### config.mk
export PLATFORM = sky130hd
export DESIGN_NAME = fifo_read_adapter
export DESIGN_NICKNAME = d
export VERILOG_FILES = /design/src/rtl/fifo_read_adapter.sv
export SDC_FILE = /design/constraint.sdc
export NUM_CORES = 1
export LEC_CHECK = 0
export ABC_AREA = 1
export CORE_ASPECT_RATIO = 1.2
export CORE_MARGIN = 3
export CORE_UTILIZATION = 51
export DETAILED_ROUTE_END_ITERATION = 10
export GPL_TIMING_DRIVEN = 1
export PLACE_DENSITY = 0.78
export SLEW_MARGIN = 20
export SYNTH_ARGS = -nofsm -noshare
export SYNTH_HDL_FRONTEND = slang
export SYNTH_SLANG_ARGS = --single-unit
### constraint.sdc
create_clock -name clk -period 2.4 [get_ports clk]
set_clock_uncertainty 0.05 [all_clocks]
set_input_delay 0.48 -clock clk [delete_from_list [all_inputs] [get_ports clk]]
set_output_delay 0.48 -clock clk [all_outputs]
set_load 0.01 [all_outputs]
### src/rtl/fifo_read_adapter.sv
// Pops a 1-cycle-latency FIFO read port and re-presents the words on a valid/ready stream through a 2-entry buffer.
// Latency: a word requested in cycle N is visible on m_data in cycle N+2. Sustains 1 word/cycle.
// Backpressure: requests stop once buffered plus in-flight words reach 2. Optional counters: FIFO_READ_ADAPTER_STATS_EN.
module fifo_read_adapter #(
  parameter int FIFO_WIDTH = 16
) (
  input  logic                  clk,
  input  logic                  rst,
  input  logic                  fifo_empty,
  input  logic [FIFO_WIDTH-1:0] fifo_data_out,
  output logic                  fifo_rd_en,
  output logic                  m_valid,
  output logic [FIFO_WIDTH-1:0] m_data,
  input  logic                  m_ready,
  output logic                  overflow_err
`ifdef FIFO_READ_ADAPTER_STATS_EN
  ,
  output logic [31:0]           word_count,
  output logic [31:0]           stall_count
`endif
);

  typedef enum logic [1:0] {
    EMPTY = 2'd0,
    ONE   = 2'd1,
    TWO   = 2'd2
  } occ_e;

  occ_e                  occ_q, occ_d;
  logic                  inflight_q, inflight_d;
  logic [FIFO_WIDTH-1:0] buf0_q, buf0_d;
  logic [FIFO_WIDTH-1:0] buf1_q, buf1_d;
  logic                  ovf_q, ovf_d;
  logic                  pop;
  logic                  arrive;
  logic [2:0]            committed;

  assign m_valid      = (occ_q != EMPTY);
  assign m_data       = buf0_q;
  assign overflow_err = ovf_q;
  assign pop          = m_valid & m_ready;
  assign arrive       = inflight_q;

  // Slots that will still be claimed after this cycle's pop; m_ready feeds rd_en directly for full rate.
  assign committed  = {1'b0, occ_q} + {2'b00, inflight_q} - {2'b00, pop};
  assign fifo_rd_en = !rst && !fifo_empty && (committed < 3'd2);
  assign inflight_d = fifo_rd_en;

  always_comb begin
    occ_d  = occ_q;
    buf0_d = buf0_q;
    buf1_d = buf1_q;
    ovf_d  = ovf_q;
    case (occ_q)
      EMPTY: begin
        if (arrive) begin
          buf0_d = fifo_data_out;
          occ_d  = ONE;
        end
      end
      ONE: begin
        if (arrive && pop) begin
          buf0_d = fifo_data_out;
        end else if (arrive) begin
          buf1_d = fifo_data_out;
          occ_d  = TWO;
        end else if (pop) begin
          occ_d  = EMPTY;
        end
      end
      TWO: begin
        if (pop) begin
          buf0_d = buf1_q;
          if (arrive) buf1_d = fifo_data_out;
          else        occ_d  = ONE;
        end else if (arrive) begin
          // No slot left: the word is dropped and the error latched.
          ovf_d = 1'b1;
        end
      end
      default: occ_d = EMPTY;
    endcase
  end

  always_ff @(posedge clk) begin
    if (rst) begin
      occ_q      <= EMPTY;
      inflight_q <= 1'b0;
      buf0_q     <= '0;
      buf1_q     <= '0;
      ovf_q      <= 1'b0;
    end else begin
      occ_q      <= occ_d;
      inflight_q <= inflight_d;
      buf0_q     <= buf0_d;
      buf1_q     <= buf1_d;
      ovf_q      <= ovf_d;
    end
  end

`ifdef FIFO_READ_ADAPTER_STATS_EN
  logic [31:0] word_count_q, word_count_d;
  logic [31:0] stall_count_q, stall_count_d;

  assign word_count  = word_count_q;
  assign stall_count = stall_count_q;

  always_comb begin
    word_count_d  = word_count_q + {31'd0, pop};
    stall_count_d = stall_count_q + {31'd0, (m_valid & !m_ready)};
  end

  always_ff @(posedge clk) begin
    if (rst) begin
      word_count_q  <= '0;
      stall_count_q <= '0;
    end else begin
      word_count_q  <= word_count_d;
      stall_count_q <= stall_count_d;
    end
  end
`endif

endmodule

==> results of run 1 <==
==> cell type report <==
type                    instances  area [sq um]  share of cell area
well taps                      50         62.56             0.02508
inverters                      76         285.3              0.1143
repair buffers                 51         467.9              0.1876
flip-flops and latches         36         723.2              0.2899
clock inverters                 2         10.01            0.004012
clock buffers                   6         82.58             0.03310
multi-input cells             189         863.3              0.3460
==> final timing paths <==
kind,end,slack (ns),from,cells past startpoint
worst min-delay path,overflow_err,0.40,overflow_err,2
worst max-delay path,fifo_rd_en,-0.14,occ_q[0],9
worst min register to register,overflow_err,0.40,overflow_err,2
worst max register to register,arrive,0.70,occ_q[0],8
==> cells in the mapped netlist <==
cell | number | share of area
a21oi_1 | 3 | 0.0078
buf_2 | 9 | 0.023
buf_6 | 1 | 0.0058
clkbuf_1 | 4 | 0.0078
clkinv_1 | 1 | 0.0019
dfxtp_1 | 36 | 0.37
fa_1 | 1 | 0.010
ha_1 | 2 | 0.013
inv_1 | 71 | 0.14
inv_2 | 4 | 0.0078
nand2_1 | 89 | 0.17
nand2_2 | 2 | 0.0065
nand2_4 | 1 | 0.0058
nand3_1 | 1 | 0.0026
nand3_4 | 1 | 0.0091
nand4_1 | 17 | 0.055
nor2_1 | 51 | 0.099
nor3_1 | 2 | 0.0052
o21ai_0 | 17 | 0.044
o21ai_2 | 1 | 0.0045
xor2_1 | 1 | 0.0045
==> logic make-up (layout without fill, tap and decap cells) <==
logic type,Yosys count,in the layout,synth area share
simple gates,164,164,0.3569
buf+inv,90,135,0.1849
flops,36,36,0.3738
compound gates,21,21,0.05645
fa+ha+maj,3,3,0.02336
xor+xnor,1,1,0.004543
==> state kept, by name, summed over array words and instances (netlist names) <==
signal        count
arrive            1
overflow_err      1
buf1_q           16
m_data           16
occ_q             2
==> where the power goes <==
part | total (W) | internal (W) | switching [W]
clock network | 0.000438 | 0.000229 | 0.000209
registers | 0.000664 | 0.000646 | 0.0000183
logic | 0.000368 | 0.000171 | 0.000197
total | 0.00147 | 0.00105 | 0.000425
==> per-layer routing <==
layer  up-vias  routed length [um]  part of all wire
met2        29                1893              0.47
met1       742                1880              0.47
met5         -                   0                 0
met4         0                  65             0.016
met3         7                 151             0.038
li1       1011                   -                 -
==> worst reg2reg max path: cells and delay by family (launching register included) <==
| family | cells | cell delay [ns] |
|---|---|---|
| flip-flops | 1 | 0.34 |
| buffers and inverters | 1 | 0.07 |
| adder cells (fa/ha/maj) | 2 | 0.76 |
| AND/OR/NAND/NOR | 5 | 0.41 |
==> metrics by stage <==
step	cells	worst slack, ns
after floorplan	315	0.05094
after global placement	402	-0.9395
after detailed placement	402	-0.9604
after CTS	410	-0.1712
after global routing	410	-0.2355
final	410	-0.1380
==> repair_timing <==
item / 4_1_cts / 5_1_grt
endpoints found under the hold margin: 0 / 0
setup endpoints to repair: 1 / 1
gates cloned: 0 / 0
pin swaps: 6 / 1
hold buffers: 0 / 0
gates resized for setup: 12 / 1
==> metrics, run 1 <==
CTS clk-pin slew, worst paths=0.07 ns; IO buf count=38; met2 GRT Util=0.3349; clock latency on the worst-skew pair=0.28 ns; Power Density=589.4 nW/um^2; final worst setup slack=-0.1380 ns; unrepaired setup endpoints after global routing=true; I/O pin cnt=39; initial core utilization=0.5537; Final Max Slew Viols=0; measured slew at the worst slew-check pin=0.3380 ns; crit path DAT=2.01 ns; gr busiest metal=met2; Routed WL per cell=9.734 um; placed inst area=2402 sq um; CP Class=flip-flop to output pin; cts bufs inserted=5; CP top delay family=adder cells; Worst EP required=1.87 ns; routed wire length=3991 um; GR Util met3=0.03976; Slew HR=0.7747; clock tree sinks=36; max cap viols=0; Post CTS Setup Buffer Count=0; post-route cell area=2495 sq um; layout cells sized above 1=0.1056; Syn. warnings=0; vias=1789; Critical Path Slowest Stage Cell=fa_1; grt ovf=0; Cells after Synth=315; Post-Syn Area=1928 sq um; std cell rows=23; core area=3482 sq um; drt pass-1 iters=4; TNS Setup=-0.1380 ns; violated checks=negative setup slack; nets@finish=382; grt met1 use=0.2341; Final GP Congestion=0.8372; most frequent cells in the layout=nand2_1 (88), inv_1 (71), nor2_1 (49); worst-path cell chain=nor2_2 -> nor2_2 -> inv_1 -> ha_1 -> nand2_1 -> fa_1 -> nand2_2 -> nor3_2 -> buf_2; htree depth=2; Worst Path Buf+Inv=2; leading cell type in the layout, fill and taps excluded=nand2_1; status=finished, violations left; Syn Area/Cell=6.121 sq um; worst hold path class=flip-flop to flip-flop; Detail Route Antenna Nets=0; syn_nets=338; DR vias/cell=4.363; CP max FO=2; Period Utilization, post-route=1.057; DP Wirelength=2614 um; Max Fclk=0.3940 GHz; overall die height=73.36 um; DR iter-0 viols=95; Setup crit start kind=flip-flop; final setup violation count=1; Peak VDD IR=0.0003197 V; min cycle time layout=2.538 ns; CTS tree=built; post-layout util=0.7165; Setup crit end kind=output pin; GRT Total Usage=0.1943; first-pass GRT wire length=7100 um; Post-Route Hold Slack=0.4049 ns; vias in the first global route=1662; clk buf depth=2; Die Width=62.13 um; CP max stage delay=0.49 ns; final hold vios=0; Ant. Diodes=0; number of remaining DRC errors=0; synth unique cells=21; largest net degree at the start of global routing=34; Pwr Total=0.001471 W; number of antenna violations at the first check in global routing=0; #FFs+latches synth=36; Area Growth Syn to Fin=29.40%; leak pwr=1.318 nW; clk root buf=clkbuf_8; Seq/Total Area, Yosys=0.3738; most used cell, CP=nor2_2; die area=4558 sq um; fillers=302
(Power assumes the default switching activity.)
==> inputs of run 2 (changes only) <==
--- a/config.mk
+++ b/config.mk
@@ -11,6 +11,7 @@
 export CORE_UTILIZATION = 51
 export DETAILED_ROUTE_END_ITERATION = 10
 export GPL_TIMING_DRIVEN = 1
+export MAX_ROUTING_LAYER = met4
 export PLACE_DENSITY = 0.78
 export SLEW_MARGIN = 20
 export SYNTH_ARGS = -nofsm -noshare
==> constraint.sdc (replaced) <==
create_clock -name clk -period 2.55 [get_ports clk]
set_clock_uncertainty 0.05 [all_clocks]
set_input_delay 0.51 -clock clk [delete_from_list [all_inputs] [get_ports clk]]
set_output_delay 0.51 -clock clk [all_outputs]
set_load 0.01 [all_outputs]
==> metrics, run 2 (same netlist as run 1, synthesis figures left out) <==
status=finished, violations left; violated checks=negative setup slack; die area=4558 sq um (unchanged); GRT Total Usage=0.2306 (+0.03628); hold depth=2 (unchanged); most frequent cells in the layout=nand2_1 (86), inv_1 (70), nor2_1 (49); leading cell type in the layout, fill and taps excluded=nand2_1; unrepaired setup endpoints after global routing=true; worst hold path class=flip-flop to flip-flop; non-filler instance count after layout=430 (+4.9%); DP Wirelength=2697 um (+3.2%); Final GP Congestion=0.7969 (-4.8%); initial core utilization=0.5537 (unchanged); IO buf count=38 (unchanged); vias in the first global route=1798 (+8.2%); Max Fclk=0.3875 GHz; final hold vios=0 (unchanged); Period Utilization, post-route=1.012; Setup crit end kind=flip-flop; Setup crit start kind=flip-flop; GR Util met3=0.05505 (+0.01529); met2 GRT Util=0.3983 (+0.06340); cts bufs inserted=5 (unchanged); Placed Cells=403 (+0.25%); nets@finish=402 (+5.2%); drt pass-1 iters=4 (unchanged); Area Growth Syn to Fin=41.99%; htree depth=2 (unchanged); leak pwr=1.433 nW (+8.7%); largest net degree at the start of global routing=34 (unchanged); Ant. Diodes=0 (unchanged); CP max FO=2 (unchanged); vias=2014 (+13%); clock latency on the worst-skew pair=0.29 ns (about the same); I/O pin cnt=39 (unchanged); Power Density=585.8 nW/um^2 (-0.61%); Slew HR=0.7615 (-0.01315); CP Class=flip-flop to flip-flop; pre-CTS setup slack=-0.8780 ns (+0.08246 ns); Routed WL per cell=11.90 um (+22%); core area=3482 sq um (unchanged); overall die height=73.36 um (unchanged); min cycle time layout=2.581 ns; routed wire length=5117 um (+28%); Die Width=62.13 um (unchanged); Final Max Slew Viols=0 (unchanged); clock tree sinks=36 (unchanged); final worst setup slack=-0.03079 ns (+0.1072 ns); max cap viols=0 (unchanged); Worst EP required=2.71 ns (+0.84 ns); clk buf depth=2 (unchanged); Detail Route Antenna Nets=0 (unchanged); DR vias/cell=4.684 (+7.3%); measured slew at the worst slew-check pin=0.3577 ns (+0.01972 ns); number of remaining DRC errors=0 (unchanged); grt ovf=0 (unchanged); DR iter-0 viols=164 (+73%); layout cells sized above 1=0.1684 (+0.06287); std cell rows=23 (unchanged); crit path DAT=2.75 ns (+0.74 ns); CTS clk-pin slew, worst paths=0.08 ns (about the same); Reg2Reg Depth=15 (+7); clk root buf=clkbuf_8; grt met1 use=0.2566 (+0.02257); final setup violation count=2 (+1); CTS tree=built; Peak VDD IR=0.0004046 V (+27%); number of antenna violations at the first check in global routing=0 (unchanged); gr busiest metal=met2; first-pass GRT wire length=8066 um (+14%)
## run 2: path summary, 6_finish.rpt
kind,startpoint,slack (ns),to
setup / recovery,occ_q[1],-0.03,arrive
hold / removal,overflow_err,0.43,overflow_err
setup reg to reg,occ_q[1],-0.03,arrive
hold reg to reg,overflow_err,0.43,overflow_err
## run 2: timing repair
item	CTS	global route
hold buffers	0	0
pin swaps	6	3
setup buffers	19	1
gates cloned	0	0
resized for setup	13	14
endpoints found under the setup margin	1	3
## run 2: where the power goes
| part | internal, W | total, W | switching [W] |
|---|---|---|---|
| combinational | 0.000206 | 0.000423 | 0.000217 |
| clock | 0.000345 | 0.000554 | 0.000209 |
| sequential | 0.000608 | 0.000627 | 0.0000191 |
| total | 0.00116 | 0.00160 | 0.000445 |
## run 2: cell type report
cell class                 count  area [sq um]
multi-input combinational    189         907.1
inverter                      76         285.3
clock buffer                   7         96.34
fill                         249         744.5
tap                           50         62.56
timing repair buffer          71         633.1
clock inverter                 1         30.03
sequential                    36         723.2
## run 2: through the flow
stage	instance area [sq um]	hold WS (ns)	setup TNS (ns)	total power [W]	util
after detailed placement	2405	0.4012	-0.8883	0.0009846	0.6906
final	2738	0.4280	-0.05924	0.001604	0.7862
after floorplan	1928	0.4180	0	0.0008370	-
after global placement	2405	0.3976	-0.8696	0.0009795	0.6906
after global routing	2738	0.4393	-0.2319	0.001688	0.7862
after CTS	2674	0.4173	-0.08679	0.001574	0.7679
## run 2: worst max-delay path, stage by stage (launching register included)
cell and delay, ns:
dfxtp_2 0.36, nor2_4 0.06, nor2_4 0.09, inv_2 0.07, ha_4 0.26, nand2_2 0.04
fa_1 0.49, nand2_2 0.07, buf_4 0.14, buf_4 0.12, buf_4 0.12, buf_4 0.11
buf_4 0.12, buf_4 0.12, buf_4 0.12, nor3_1 0.15
## run 2: layer usage
metal | wire length (um) | vias up | share of wire
li1 | - | 1050 | -
met1 | 2204 | 883 | 0.43
met2 | 2466 | 65 | 0.48
met3 | 261 | 16 | 0.051
met4 | 185 | 0 | 0.036
met5 | 0 | - | 0
==> inputs of run 3 (changes only) <==
--- a/config.mk
+++ b/config.mk
@@ -13,6 +13,7 @@
 export GPL_TIMING_DRIVEN = 1
 export MAX_ROUTING_LAYER = met4
 export PLACE_DENSITY = 0.78
+export SKIP_LAST_GASP = 1
 export SLEW_MARGIN = 20
 export SYNTH_ARGS = -nofsm -noshare
 export SYNTH_HDL_FRONTEND = slang
==> metrics, run 3 (same netlist as run 1, synthesis figures left out) <==
Slew HR=0.7602 (-0.001353); leading cell type in the layout, fill and taps excluded=nand2_1; Worst EP required=2.68 ns (-0.03 ns); CTS clk-pin slew, worst paths=0.07 ns (about the same); vias=2004 (-0.50%); initial core utilization=0.5537 (unchanged); std cell rows=23 (unchanged); placed inst area=2405 sq um (unchanged); clk root buf=clkbuf_8; final worst setup slack=-0.04675 ns (-0.01596 ns); core area=3482 sq um (unchanged); Die Width=62.13 um (unchanged); Final GP Congestion=0.7969 (unchanged); CTS tree=built; layout cells sized above 1=0.1684 (unchanged); clock tree sinks=36 (unchanged); die area=4558 sq um (unchanged); min cycle time layout=2.597 ns (+0.01596 ns); Setup crit end kind=flip-flop; unrepaired setup endpoints after global routing=true; violated checks=negative setup slack; clock latency on the worst-skew pair=0.29 ns (about the same); most frequent cells in the layout=nand2_1 (86), inv_1 (70), nor2_1 (49); post-layout util=0.7830 (-0.003234); Area Growth Syn to Fin=41.40%; DR vias/cell=4.660 (-0.50%); crit path DAT=2.73 ns (-0.02 ns); post-route cell area=2726 sq um (-0.41%); GRT Total Usage=0.2306 (unchanged); Ant. Diodes=0 (unchanged); drt pass-1 iters=4 (unchanged); IO buf count=38 (unchanged); first-pass GRT wire length=8066 um (unchanged); leak pwr=1.428 nW (-0.35%); I/O pin cnt=39 (unchanged); Detail Route Antenna Nets=0 (unchanged); status=finished, violations left; largest net degree at the start of global routing=34 (unchanged); number of remaining DRC errors=0 (unchanged); Routed WL per cell=11.83 um (-0.57%); Max Fclk=0.3851 GHz (-0.61%); DR iter-0 viols=134 (-18%); Peak VDD IR=0.0004073 V (+0.65%); final setup violation count=3 (+1); Period Utilization, post-route=1.018 (+0.006259); number of antenna violations at the first check in global routing=0 (unchanged); grt ovf=0 (unchanged); Power Density=585.8 nW/um^2 (about the same); clk buf depth=2 (unchanged); Setup crit start kind=flip-flop; htree depth=2 (unchanged); CP max FO=2 (unchanged); Final Max Slew Viols=0 (unchanged); overall die height=73.36 um (unchanged); final hold vios=0 (unchanged); measured slew at the worst slew-check pin=0.3597 ns (+0.002031 ns); worst hold path class=flip-flop to flip-flop; nets@finish=402 (unchanged); DP Wirelength=2697 um (unchanged); Placed Cells=403 (unchanged); non-filler instance count after layout=430 (unchanged); routed wire length=5088 um (-0.57%); cts bufs inserted=5 (unchanged); vias in the first global route=1798 (unchanged); CP Class=flip-flop to flip-flop; max cap viols=0 (unchanged)
==> run 3: cell count changes in the layout (fill, tap and decap cells not counted) <==
cell   previous run  this run
buf_4            29        32
buf_6             4         1
==> run 3: path summary, 6_finish.rpt <==
path	start	end	slack [ns]	depth (start not counted)
worst max-delay path	occ_q[1]	overflow_err	-0.05	19
worst min-delay path	overflow_err	overflow_err	0.43	2
worst max register to register	occ_q[1]	overflow_err	-0.05	19
worst min register to register	overflow_err	overflow_err	0.43	2
==> run 3: worst max-delay path, stage by stage (launching register included) <==
cell	delay, ns
dfxtp_2	0.36
nor2_4	0.05
nor2_4	0.09
inv_2	0.07
buf_6	0.11
buf_4	0.13
buf_4	0.13
buf_4	0.12
buf_4	0.12
buf_4	0.12
buf_4	0.12
buf_4	0.12
buf_4	0.12
buf_4	0.13
buf_4	0.13
buf_4	0.12
buf_4	0.14
ha_4	0.15
nand2_2	0.07
a21oi_2	0.04
==> run 3: layout make-up <==
cell class / instances / area [sq um]
Inverter: 76 / 285.3
Tap cell: 50 / 62.56
Clock inverter: 1 / 30.03
Clock buffer: 7 / 96.34
Multi-Input combinational cell: 189 / 907.1
Timing Repair Buffer: 71 / 621.8
Sequential cell: 36 / 723.2
Fill cell: 257 / 755.7
==> run 3: timing repair <==
item | 4_1_cts | 5_1_grt
hold buffers | 0 | 0
pin swaps | 6 | 3
gates resized for setup | 13 | 11
setup endpoints to repair | 1 | 3
setup buffers | 19 | 1
hold endpoints to repair | 0 | 0
==> run 3: routing by layer <==
layer | GRT usage | part of all wire | vias to the layer above
met5 | - | 0 | -
met1 | 0.2566 | 0.42 | 862
met4 | 0.1007 | 0.034 | 0
met3 | 0.05505 | 0.055 | 17
li1 | - | - | 1054
met2 | 0.3983 | 0.49 | 71
==> run 3: power by group <==
group / internal, W / switching, W
clock: 0.000345 / 0.000205
combinational: 0.000205 / 0.000215
sequential: 0.000608 / 0.0000193
==> run 3: through the flow <==
stage | setup WS (ns) | TNS, ns | total power [W] | hold WS (ns)
3_5_place_dp | -0.8780 | -0.8883 | 0.0009846 | 0.4012
6_report | -0.04675 | -0.06230 | 0.001597 | 0.4278
3_3_place_gp | -0.8696 | -0.8696 | 0.0009795 | 0.3976
2_1_floorplan | 0.08557 | 0 | 0.0008370 | 0.4180
5_1_grt | -0.1148 | -0.2826 | 0.001685 | 0.4388
4_1_cts | -0.05300 | -0.08679 | 0.001574 | 0.4173
